File: src/rtl/bsg_link_traffic_node.sv
// Link traffic generator/checker: each channel sends sequenced payloads on TX and checks that
// the same sequence arrives on its paired RX, under one IDLE/RUN/DRAIN/DONE controller.
module bsg_link_traffic_node #(
    parameter int unsigned width_p     = 32,
    parameter int unsigned channels_p  = 2,
    parameter int unsigned cnt_width_p = 32,
    parameter logic [31:0] offset_p    = 32'h1000_0000,
    parameter int unsigned quiet_p     = 64
) (
    input  logic                              clk_i,
    input  logic                              reset_n_i,
    input  logic                              start_i,
    input  logic                              en_i,
    input  logic                              burst_mode_i,
    input  logic [15:0]                       burst_len_i,
    output logic [channels_p*width_p-1:0]     tx_data_o,
    output logic [channels_p-1:0]             tx_v_o,
    input  logic [channels_p-1:0]             tx_ready_i,
    input  logic [channels_p*width_p-1:0]     rx_data_i,
    input  logic [channels_p-1:0]             rx_v_i,
    output logic [channels_p-1:0]             rx_yumi_o,
    output logic [channels_p*cnt_width_p-1:0] sent_o,
    output logic [channels_p*cnt_width_p-1:0] received_o,
    output logic [channels_p*cnt_width_p-1:0] err_count_o,
    output logic [channels_p-1:0]             error_o,
    output logic                              busy_o,
    output logic                              done_o
);

    localparam int unsigned CmpW   = (cnt_width_p > 16) ? cnt_width_p : 16;
    localparam int unsigned QuietW = $clog2(quiet_p + 1);

    typedef enum logic [1:0] {StIdle, StRun, StDrain, StDone} state_e;

    state_e             state_q, state_d;
    logic               burst_mode_q, burst_mode_d;
    logic [15:0]        burst_len_q, burst_len_d;
    logic [QuietW-1:0]  quiet_q, quiet_d;
    logic               start_run, running, all_sent;

    logic [channels_p-1:0][width_p-1:0]     tx_data_q, tx_data_d, rx_exp_q, rx_exp_d, rx_data;
    logic [channels_p-1:0][cnt_width_p-1:0] sent_q, sent_d, recv_q, recv_d, err_cnt_q, err_cnt_d;
    logic [channels_p-1:0]                  tx_v_q, tx_v_d, error_q, error_d, rx_bad;

    // Channel c's payloads are offset by c*offset_p, truncated to the payload width.
    function automatic logic [width_p-1:0] chan_base(input int unsigned c);
        return width_p'(64'(c) * 64'(offset_p));
    endfunction

    assign rx_data = rx_data_i;
    assign running = (state_q == StRun) || (state_q == StDrain);

    always_comb begin
        all_sent = 1'b1;
        for (int c = 0; c < channels_p; c++) begin
            if (CmpW'(sent_q[c]) < CmpW'(burst_len_q)) all_sent = 1'b0;
        end
    end

    always_comb begin
        state_d      = state_q;
        burst_mode_d = burst_mode_q;
        burst_len_d  = burst_len_q;
        quiet_d      = quiet_q;
        start_run    = 1'b0;
        case (state_q)
            StIdle, StDone: begin
                if (start_i) begin
                    state_d      = StRun;
                    start_run    = 1'b1;
                    burst_mode_d = burst_mode_i;
                    burst_len_d  = burst_len_i;
                end
            end
            StRun: begin
                quiet_d = '0;
                if (burst_mode_q ? all_sent : !en_i) state_d = StDrain;
            end
            StDrain: begin
                if (|rx_v_i) quiet_d = '0;
                else if (quiet_q == QuietW'(quiet_p - 1)) state_d = StDone;
                else quiet_d = quiet_q + QuietW'(1);
            end
            default: state_d = StIdle;
        endcase
    end

    always_comb begin
        tx_data_d = tx_data_q;
        rx_exp_d  = rx_exp_q;
        sent_d    = sent_q;
        recv_d    = recv_q;
        err_cnt_d = err_cnt_q;
        error_d   = error_q;
        tx_v_d    = '0;
        rx_bad    = '0;
        for (int c = 0; c < channels_p; c++) begin
            if (start_run) begin
                tx_data_d[c] = chan_base(c);
                rx_exp_d[c]  = chan_base(c);
                sent_d[c]    = '0;
                recv_d[c]    = '0;
                err_cnt_d[c] = '0;
                error_d[c]   = 1'b0;
            end else begin
                if (tx_v_q[c] && tx_ready_i[c]) begin
                    tx_data_d[c] = tx_data_q[c] + width_p'(1);
                    sent_d[c]    = sent_q[c] + cnt_width_p'(1);
                end
                if (rx_v_i[c]) begin
                    if (running) begin
                        recv_d[c]   = recv_q[c] + cnt_width_p'(1);
                        rx_exp_d[c] = rx_exp_q[c] + width_p'(1);
                        rx_bad[c]   = (rx_data[c] != rx_exp_q[c]);
                    end else begin
                        rx_bad[c] = 1'b1;
                    end
                end
                if (rx_bad[c]) begin
                    error_d[c] = 1'b1;
                    if (err_cnt_q[c] != '1) err_cnt_d[c] = err_cnt_q[c] + cnt_width_p'(1);
                end
            end
            // A stalled valid is held through any state change until it is accepted.
            tx_v_d[c] = (tx_v_q[c] & ~tx_ready_i[c] & ~start_run)
                      | ((state_d == StRun)
                         & (~burst_mode_d | (CmpW'(sent_d[c]) < CmpW'(burst_len_d))));
        end
    end

    always_ff @(posedge clk_i) begin
        if (!reset_n_i) begin
            state_q      <= StIdle;
            burst_mode_q <= 1'b0;
            burst_len_q  <= '0;
            quiet_q      <= '0;
            tx_data_q    <= '0;
            rx_exp_q     <= '0;
            sent_q       <= '0;
            recv_q       <= '0;
            err_cnt_q    <= '0;
            error_q      <= '0;
            tx_v_q       <= '0;
        end else begin
            state_q      <= state_d;
            burst_mode_q <= burst_mode_d;
            burst_len_q  <= burst_len_d;
            quiet_q      <= quiet_d;
            tx_data_q    <= tx_data_d;
            rx_exp_q     <= rx_exp_d;
            sent_q       <= sent_d;
            recv_q       <= recv_d;
            err_cnt_q    <= err_cnt_d;
            error_q      <= error_d;
            tx_v_q       <= tx_v_d;
        end
    end

    assign tx_data_o   = tx_data_q;
    assign tx_v_o      = tx_v_q;
    assign rx_yumi_o   = rx_v_i;
    assign sent_o      = sent_q;
    assign received_o  = recv_q;
    assign err_count_o = err_cnt_q;
    assign error_o     = error_q;
    assign busy_o      = running;
    assign done_o      = (state_q == StDone);

endmodule

File: config.mk
export PLATFORM = sky130hd
export DESIGN_NAME = bsg_link_traffic_node
export DESIGN_NICKNAME = d
export VERILOG_FILES = /design/src/rtl/bsg_link_traffic_node.sv
export SDC_FILE = /design/constraint.sdc
export NUM_CORES = 1
export LEC_CHECK = 0
export BUFFER_PORTS_ARGS = -buffer_cell sky130_fd_sc_hd__buf_2
export CORE_MARGIN = 5
export CORE_UTILIZATION = 45
export CTS_CLUSTER_DIAMETER = 200
export DETAILED_ROUTE_END_ITERATION = 10
export GPL_ROUTABILITY_DRIVEN = 0
export PLACE_DENSITY_LB_ADDON = 0.1
export SLEW_MARGIN = 30
export SYNTH_ARGS = -nofsm -noshare
export SYNTH_HDL_FRONTEND = slang
export SYNTH_SLANG_ARGS = --single-unit
File: constraint.sdc
create_clock -name clk_i -period 5.7 [get_ports clk_i]
set_clock_uncertainty 0.2 [all_clocks]
set_input_delay 0.57 -clock clk_i [delete_from_list [all_inputs] [get_ports clk_i]]
set_output_delay 0.57 -clock clk_i [all_outputs]
set_load 0.005 [all_outputs]
==> results.py, run 1 <==
metrics = {
    "worst_setup_path": {
        "critPathRequiredTime_ns": 5.98,
        "rr_startpoint": "state_q[0]$_SDFF_PN0_",
        "crit_path_start": "state_q[0]$_SDFF_PN0_",
        "critical_path_class": "register to register",
        "cp_num_cells": 13,
        "crit_path_max_fanout": 51,
        "end_kind": "register",
        "critPathLaunchType": "register",
        "cpPeakStageDelay_ns": 0.64,
        "arrival_ns": 4.58,
        "worst-r2r-cell-count": 13,
        "worstPathCellList": "inv_1 -> ha_1 -> and2_4 -> mux2i_1 -> ha_1 -> and2_0 -> a221oi_1 -> o211ai_1 -> a211oi_1 -> o211ai_1 -> o311ai_1 -> a32oi_1 -> o21ai_1",
        "cp_num_buf_inv": 1,
        "cp_top_family": "compound AO/OA/AOI/OAI gates",
        "critPathSlowestCell": "and2_4",
    },
    "place": {
        "placed_cell_area_sq_um": 19900,
        "dp_hpwl_um": 38200,
        "placedCellCount": 2914,
        "place_ws_ns": 1.46,
        "portBuffers": 352,
    },
    "global_routing": {
        "antenna_found_initial": 2,
        "grt_pass1_wl_um": 80900,
        "grt_pass1_vias": 15063,
        "grt_overflow": 0,
        "track_usage": 0.223,
        "grt_start_max_net_pins": 134,
    },
    "status": {
        "status": "completed",
    },
    "detailed_routing": {
        "vias_per_cell": 5.35,
        "via_count": 15954,
        "drt_pass1_iterations": 5,
        "drc": 0,
        "ant_nets": 0,
        "drt-total-wl_um": 50700,
        "drtIter0Drc": 944,
        "wl_per_cell_um": 17.0,
    },
    "die": {
        "start_util": 0.457,
        "coreArea_sq_um": 38700,
        "die_y_um": 208,
        "rows": 72,
        "dieArea_sq_um": 43400,
        "num_io_pins": 353,
        "die_x_um": 208,
    },
    "synthesis": {
        "synthesis.area_sq_um": 17700,
        "synthArstFlopShare": 0,
        "ys_ff_latch": 350,
        "syn_area_per_cell_sq_um": 8.38,
        "synth_seq_area_share": 0.396,
        "synth_cell_type_count": 68,
        "syn_inst": 2111,
        "ys_warn_count": 0,
        "syn_nets": 2274,
        "synthFlopType": "dfxtp_1",
        "synth_edf_count": 0,
    },
    "finish": {
        "n_antenna_cell": 0,
        "area_growth_pct": 20.1,
        "final_cell_area_sq_um": 21300,
        "fillers": 3708,
        "layout.cells.most_common": "nor2_1",
        "final_cell_mix": "nor2_1 (359), buf_2 (352), dfxtp_1 (350)",
        "stdcell_count": 2982,
        "drive_gt1_frac": 0.179,
        "fin_nets": 2601,
    },
    "clock_tree": {
        "post-cts-setup-buffers": 0,
        "clock_latency_ns": 0.56,
        "post_cts_resized": 0,
        "clk_pin_slew_ns": 0.06,
        "cts_sinks": 350,
        "tritoncts.num_buffers": 40,
        "htree_levels": 2,
        "cts_buffer_depth": 3,
        "hold_buffers": 0,
        "cts-root-buf": "clkbuf_16",
        "cts_tree": "done",
    },
    "hold_path": {
        "hold_class": "input pin to register",
        "whs_path_depth": 3,
        "worstHoldStart": "burst_mode_i",
    },
    "timing": {
        "holdWs_ns": 0.144,
        "drv_slew": 0,
        "rsz0062_at_grt": "false",
        "setup_viol": 0,
        "worst_pin_slew_ns": 0.954,
        "finalWorstSetupSlack_ns": 1.40,
        "finalCriticalPeriod_ns": 4.30,
        "timing.fmax_mhz": 232,
        "hold_viol_final": 0,
        "fin_crit_sh": 0.755,
        "fin_tns_setup_ns": 0,
        "slew-limit-headroom": 0.358,
    },
    "pwr": {
        "leakage_nw": 8.78,
        "power_density_nw_per_um2": 279,
        "irDropWorstVdd_mv": 0.230,
    },
    "flow_run": {
        "maxCapViolations": 0,
    },
}
-- final timing paths --
check	to	slack [ns]
max	tx_v_o[1]$_SDFF_PN0_	1.40
min	burst_mode_q$_SDFF_PN0_	0.14
max reg2reg	tx_v_o[1]$_SDFF_PN0_	1.40
min reg2reg	error_o[0]$_SDFFE_PP0P_	0.25
-- Yosys cell counts (all sizes together), types with 2 or more instances --
library cell	count	area (sq um)
xor2	227	1990
or4	7	56.3
and4	30	263
and3	53	332
ha	74	926
a21o	7	52.6
a211oi	9	67.6
and2	23	144
nor3b	7	52.6
nor4bb	2	20.0
nand4	87	559
o21a	3	22.5
xnor2	106	928
nand2	165	619
and3b	2	17.5
mux2i	22	220
nor2b	7	43.8
inv	44	165
nand3b	5	37.5
o211ai	6	45.0
o2111ai	2	17.5
nor4	46	315
nor2	360	1350
o22ai	2	12.5
nor4b	2	17.5
clkbuf	67	251
mux2	2	22.5
a21oi	69	345
nand2b	5	31.3
nor3	58	290
o311ai	3	26.3
o31a	2	17.5
dfxtp	350	7010
o21ai	64	324
o31ai	2	15.0
or3	41	257
o41ai	3	26.3
a21boi	3	22.5
or2	4	25.0
nand3	112	561
buf	10	46.3
a31oi	4	25.0
-- routing by layer --
| layer | track usage | wire, um | vias up |
|---|---|---|---|
| met5 | 0 | 21 | - |
| met3 | 0.0517 | 3080 | 64 |
| li1 | - | - | 7945 |
| met1 | 0.302 | 23000 | 7546 |
| met4 | 0.0525 | 1020 | 4 |
| met2 | 0.363 | 23600 | 395 |
-- layout make-up --
type	instances	area [sq um]	area share
multi-input combinational	1640	10300	0.483
sequential	350	7010	0.330
timing repair buffer	362	1850	0.0870
clock buffer	63	1250	0.0588
tap	518	648	0.0305
inverter	44	165	0.00777
clock inverter	5	61.3	0.00289
-- worst register-to-register path, stage by stage, from the launching register on --
cell and delay (ns):
dfxtp_1 0.38, inv_1 0.08, ha_1 0.58, and2_4 0.64, mux2i_1 0.45, ha_1 0.31, and2_0 0.16, a221oi_1 0.28
o211ai_1 0.16, a211oi_1 0.33, o211ai_1 0.16, o311ai_1 0.26, a32oi_1 0.10, o21ai_1 0.13
-- through the flow --
stage,power (mW),util
global placement,3.40,0.514
global route,6.20,0.549
floorplan,3.14,-
detailed placement,3.42,0.514
finish,5.92,0.549
CTS,6.01,0.548
-- flip-flops by register name, indices dropped and copies added (netlist names) --
register,cells
burst_len_q,16
error_o,2
tx_data_o,64
burst_mode_q,1
received_o,64
rx_exp_q,64
state_q,2
err_count_o,64
tx_v_o,2
sent_o,64
quiet_q,7
-- power breakdown --
part           leakage (nW)  switching, mW  internal (mW)
Sequential             2.82         0.0617           2.50
Clock                 0.647           1.01           1.54
Combinational          5.31          0.543          0.262
-- kinds of logic after synthesis --
group / share of synthesized area
AOI/OAI and AO/OA: 0.0640
xor gates and xnor gates: 0.165
adders and majority gates: 0.0523
buffers and inverters: 0.0262
DFF: 0.396
muxes: 0.0137
and+or+nand+nor: 0.283
No activity file was read; power rests on OpenSTA's default activity.
==> run 2, diff against run 1 <==
==> constraint.sdc (replaced) <==
create_clock -name clk_i -period 4.3 [get_ports clk_i]
set_clock_uncertainty 0.2 [all_clocks]
set_input_delay 0.43 -clock clk_i [delete_from_list [all_inputs] [get_ports clk_i]]
set_output_delay 0.43 -clock clk_i [all_outputs]
set_load 0.005 [all_outputs]
==> run 2 against run 1 <==
Net effect:
- final cell count rose by 0.77%
- clock-buffer cell count shrank 1
- combinational power rose by 39%
- register-to-register slack worse by 1.0 ns
- die area unchanged
- largest cell class unchanged
- highest routed layer unchanged
==> results.py, run 2 (synthesis results as in run 1) <==
metrics = {
    "finish": {
        "fillers": 3723,
        "n_antenna_cell": 0,
        "final_cell_mix": "nor2_1 (359), buf_2 (352), dfxtp_1 (350)",
        "layout.cells.most_common": "nor2_1",
        "fin_nets": 2619,
        "area_growth_pct": 21.2,
        "drive_gt1_frac": 0.183,
    },
    "timing": {
        "hold_viol_final": 0,
        "setup_viol": 0,
        "slew-limit-headroom": 0.436,
        "drv_slew": 0,
        "fin_tns_setup_ns": 0,
        "finalCriticalPeriod_ns": 3.94,
        "rsz0062_at_grt": "false",
        "timing.fmax_mhz": 254,
        "fin_crit_sh": 0.917,
        "holdWs_ns": 0.0265,
        "worst_pin_slew_ns": 0.838,
    },
    "detailed_routing": {
        "drtIter0Drc": 971,
        "vias_per_cell": 5.31,
        "ant_nets": 0,
        "drt_pass1_iterations": 5,
        "drc": 0,
        "wl_per_cell_um": 16.8,
        "via_count": 15958,
        "drt-total-wl_um": 50600,
    },
    "global_routing": {
        "grt_pass1_wl_um": 81400,
        "grt_pass1_vias": 15383,
        "track_usage": 0.224,
        "grt_overflow": 0,
        "antenna_found_initial": 1,
        "grt_start_max_net_pins": 105,
    },
    "pwr": {
        "comb_power_share": 0.139,
        "leakage_nw": 8.90,
        "irDropWorstVdd_mv": 0.236,
        "clkPwrFrac": 0.439,
        "intPower_mw": 5.86,
        "switchingPower_mw": 2.19,
        "power_density_nw_per_um2": 375,
        "p_sw_frac": 0.272,
        "power.share.sequential": 0.421,
    },
    "worst_setup_path": {
        "worstPathCellList": "inv_1 -> ha_1 -> and2_2 -> mux2i_1 -> ha_1 -> a21o_1 -> a21o_1 -> a221o_1 -> a211oi_1 -> o21ai_0 -> o31a_1 -> o21ai_2",
        "arrival_ns": 4.22,
        "crit_path_max_fanout": 25,
        "critPathLaunchType": "register",
        "worst-r2r-cell-count": 12,
        "critPathSlowestCell": "and2_2",
        "end_kind": "register",
        "cpPeakStageDelay_ns": 0.61,
        "critPathRequiredTime_ns": 4.58,
        "critical_path_class": "register to register",
    },
    "clock_tree": {
        "htree_levels": 2,
        "cts-root-buf": "clkbuf_16",
        "clk_pin_slew_ns": 0.05,
        "cts_tree": "done",
        "clock_latency_ns": 0.55,
        "post-cts-setup-buffers": 0,
        "cts_buffer_depth": 3,
        "cts_sinks": 350,
        "tritoncts.num_buffers": 41,
    },
    "place": {
        "portBuffers": 352,
        "dp_hpwl_um": 38300,
    },
    "status": {
        "status": "completed",
    },
    "die": {
        "num_io_pins": 353,
        "rows": 72,
        "start_util": 0.457,
        "dieArea_sq_um": 43400,
        "die_x_um": 208,
        "die_y_um": 208,
        "coreArea_sq_um": 38700,
    },
    "hold_path": {
        "whs_path_depth": 3,
        "hold_class": "input pin to register",
    },
    "flow_run": {
        "maxCapViolations": 0,
    },
}
==> run 2: repair_timing <==
action                                  CTS  global route
endpoints found under the hold margin     5             0
resized for setup                         0             0
hold buffers                              5             0
endpoints found under the setup margin    0             0
==> run 2: final cells by class <==
type	instances	area, sq um	share of cell area
tap	518	648	0.0302
multi-input combinational	1640	10200	0.477
inverter	44	165	0.00770
clock buffer	62	1240	0.0577
clock inverter	12	141	0.00659
sequential	350	7010	0.327
timing repair buffer	379	2010	0.0939
==> run 2: metrics by stage <==
| step | utilization | cell area (sq um) | setup slack, ns | cells | power, mW |
|---|---|---|---|---|---|
| after floorplan | - | 17700 | 0.225 | 2111 | 4.16 |
| after global placement | 0.517 | 20000 | 0.565 | 2926 | 4.56 |
| after detailed placement | 0.517 | 20000 | 0.419 | 2926 | 4.58 |
| after CTS | 0.554 | 21500 | 0.405 | 3005 | 8.16 |
| after global routing | 0.554 | 21500 | 0.146 | 3005 | 8.43 |
| final | 0.554 | 21500 | 0.359 | 3005 | 8.05 |
==> run 2: critical path, delay by kind of cell, from the launching register on <==
kind                     cells  cell delay (ns)
multiplexers                 1             0.44
AO/OA/AOI/OAI                7             1.54
adder cells (fa/ha/maj)      2             0.62
buffers and inverters        1             0.08
flip-flops                   1             0.39
AND/OR/NAND/NOR              1             0.61
==> run 2: path summary, 6_finish.rpt <==
check / startpoint / slack (ns) / end
max reg2reg: state_q[0]$_SDFF_PN0_ / 0.36 / tx_v_o[0]$_SDFF_PN0_
min reg2reg: error_o[0]$_SDFFE_PP0P_ / 0.24 / error_o[0]$_SDFFE_PP0P_
min: burst_len_i[4] / 0.03 / burst_len_q[4]$_SDFF_PN0_
max: state_q[0]$_SDFF_PN0_ / 0.36 / tx_v_o[0]$_SDFF_PN0_
==> run 2: power by group through the flow <==
| stage | sequential (mW) | combinational (mW) | clock (mW) |
|---|---|---|---|
| floorplan | 3.44 | 0.720 | 0 |
| global placement | 3.46 | 1.10 | 0 |
| detailed placement | 3.46 | 1.12 | 0 |
| CTS | 3.39 | 1.13 | 3.64 |
| global route | 3.40 | 1.26 | 3.78 |
| finish | 3.39 | 1.12 | 3.54 |
==> run 2: metal layers <==
layer,track usage,vias to the layer above,wire (um),part of all wire
li1,-,8007,-,-
met3,0.0491,80,3370,0.067
met1,0.302,7460,22600,0.45
met4,0.0675,2,1370,0.027
met5,0,-,11,0.00022
met2,0.361,409,23200,0.46
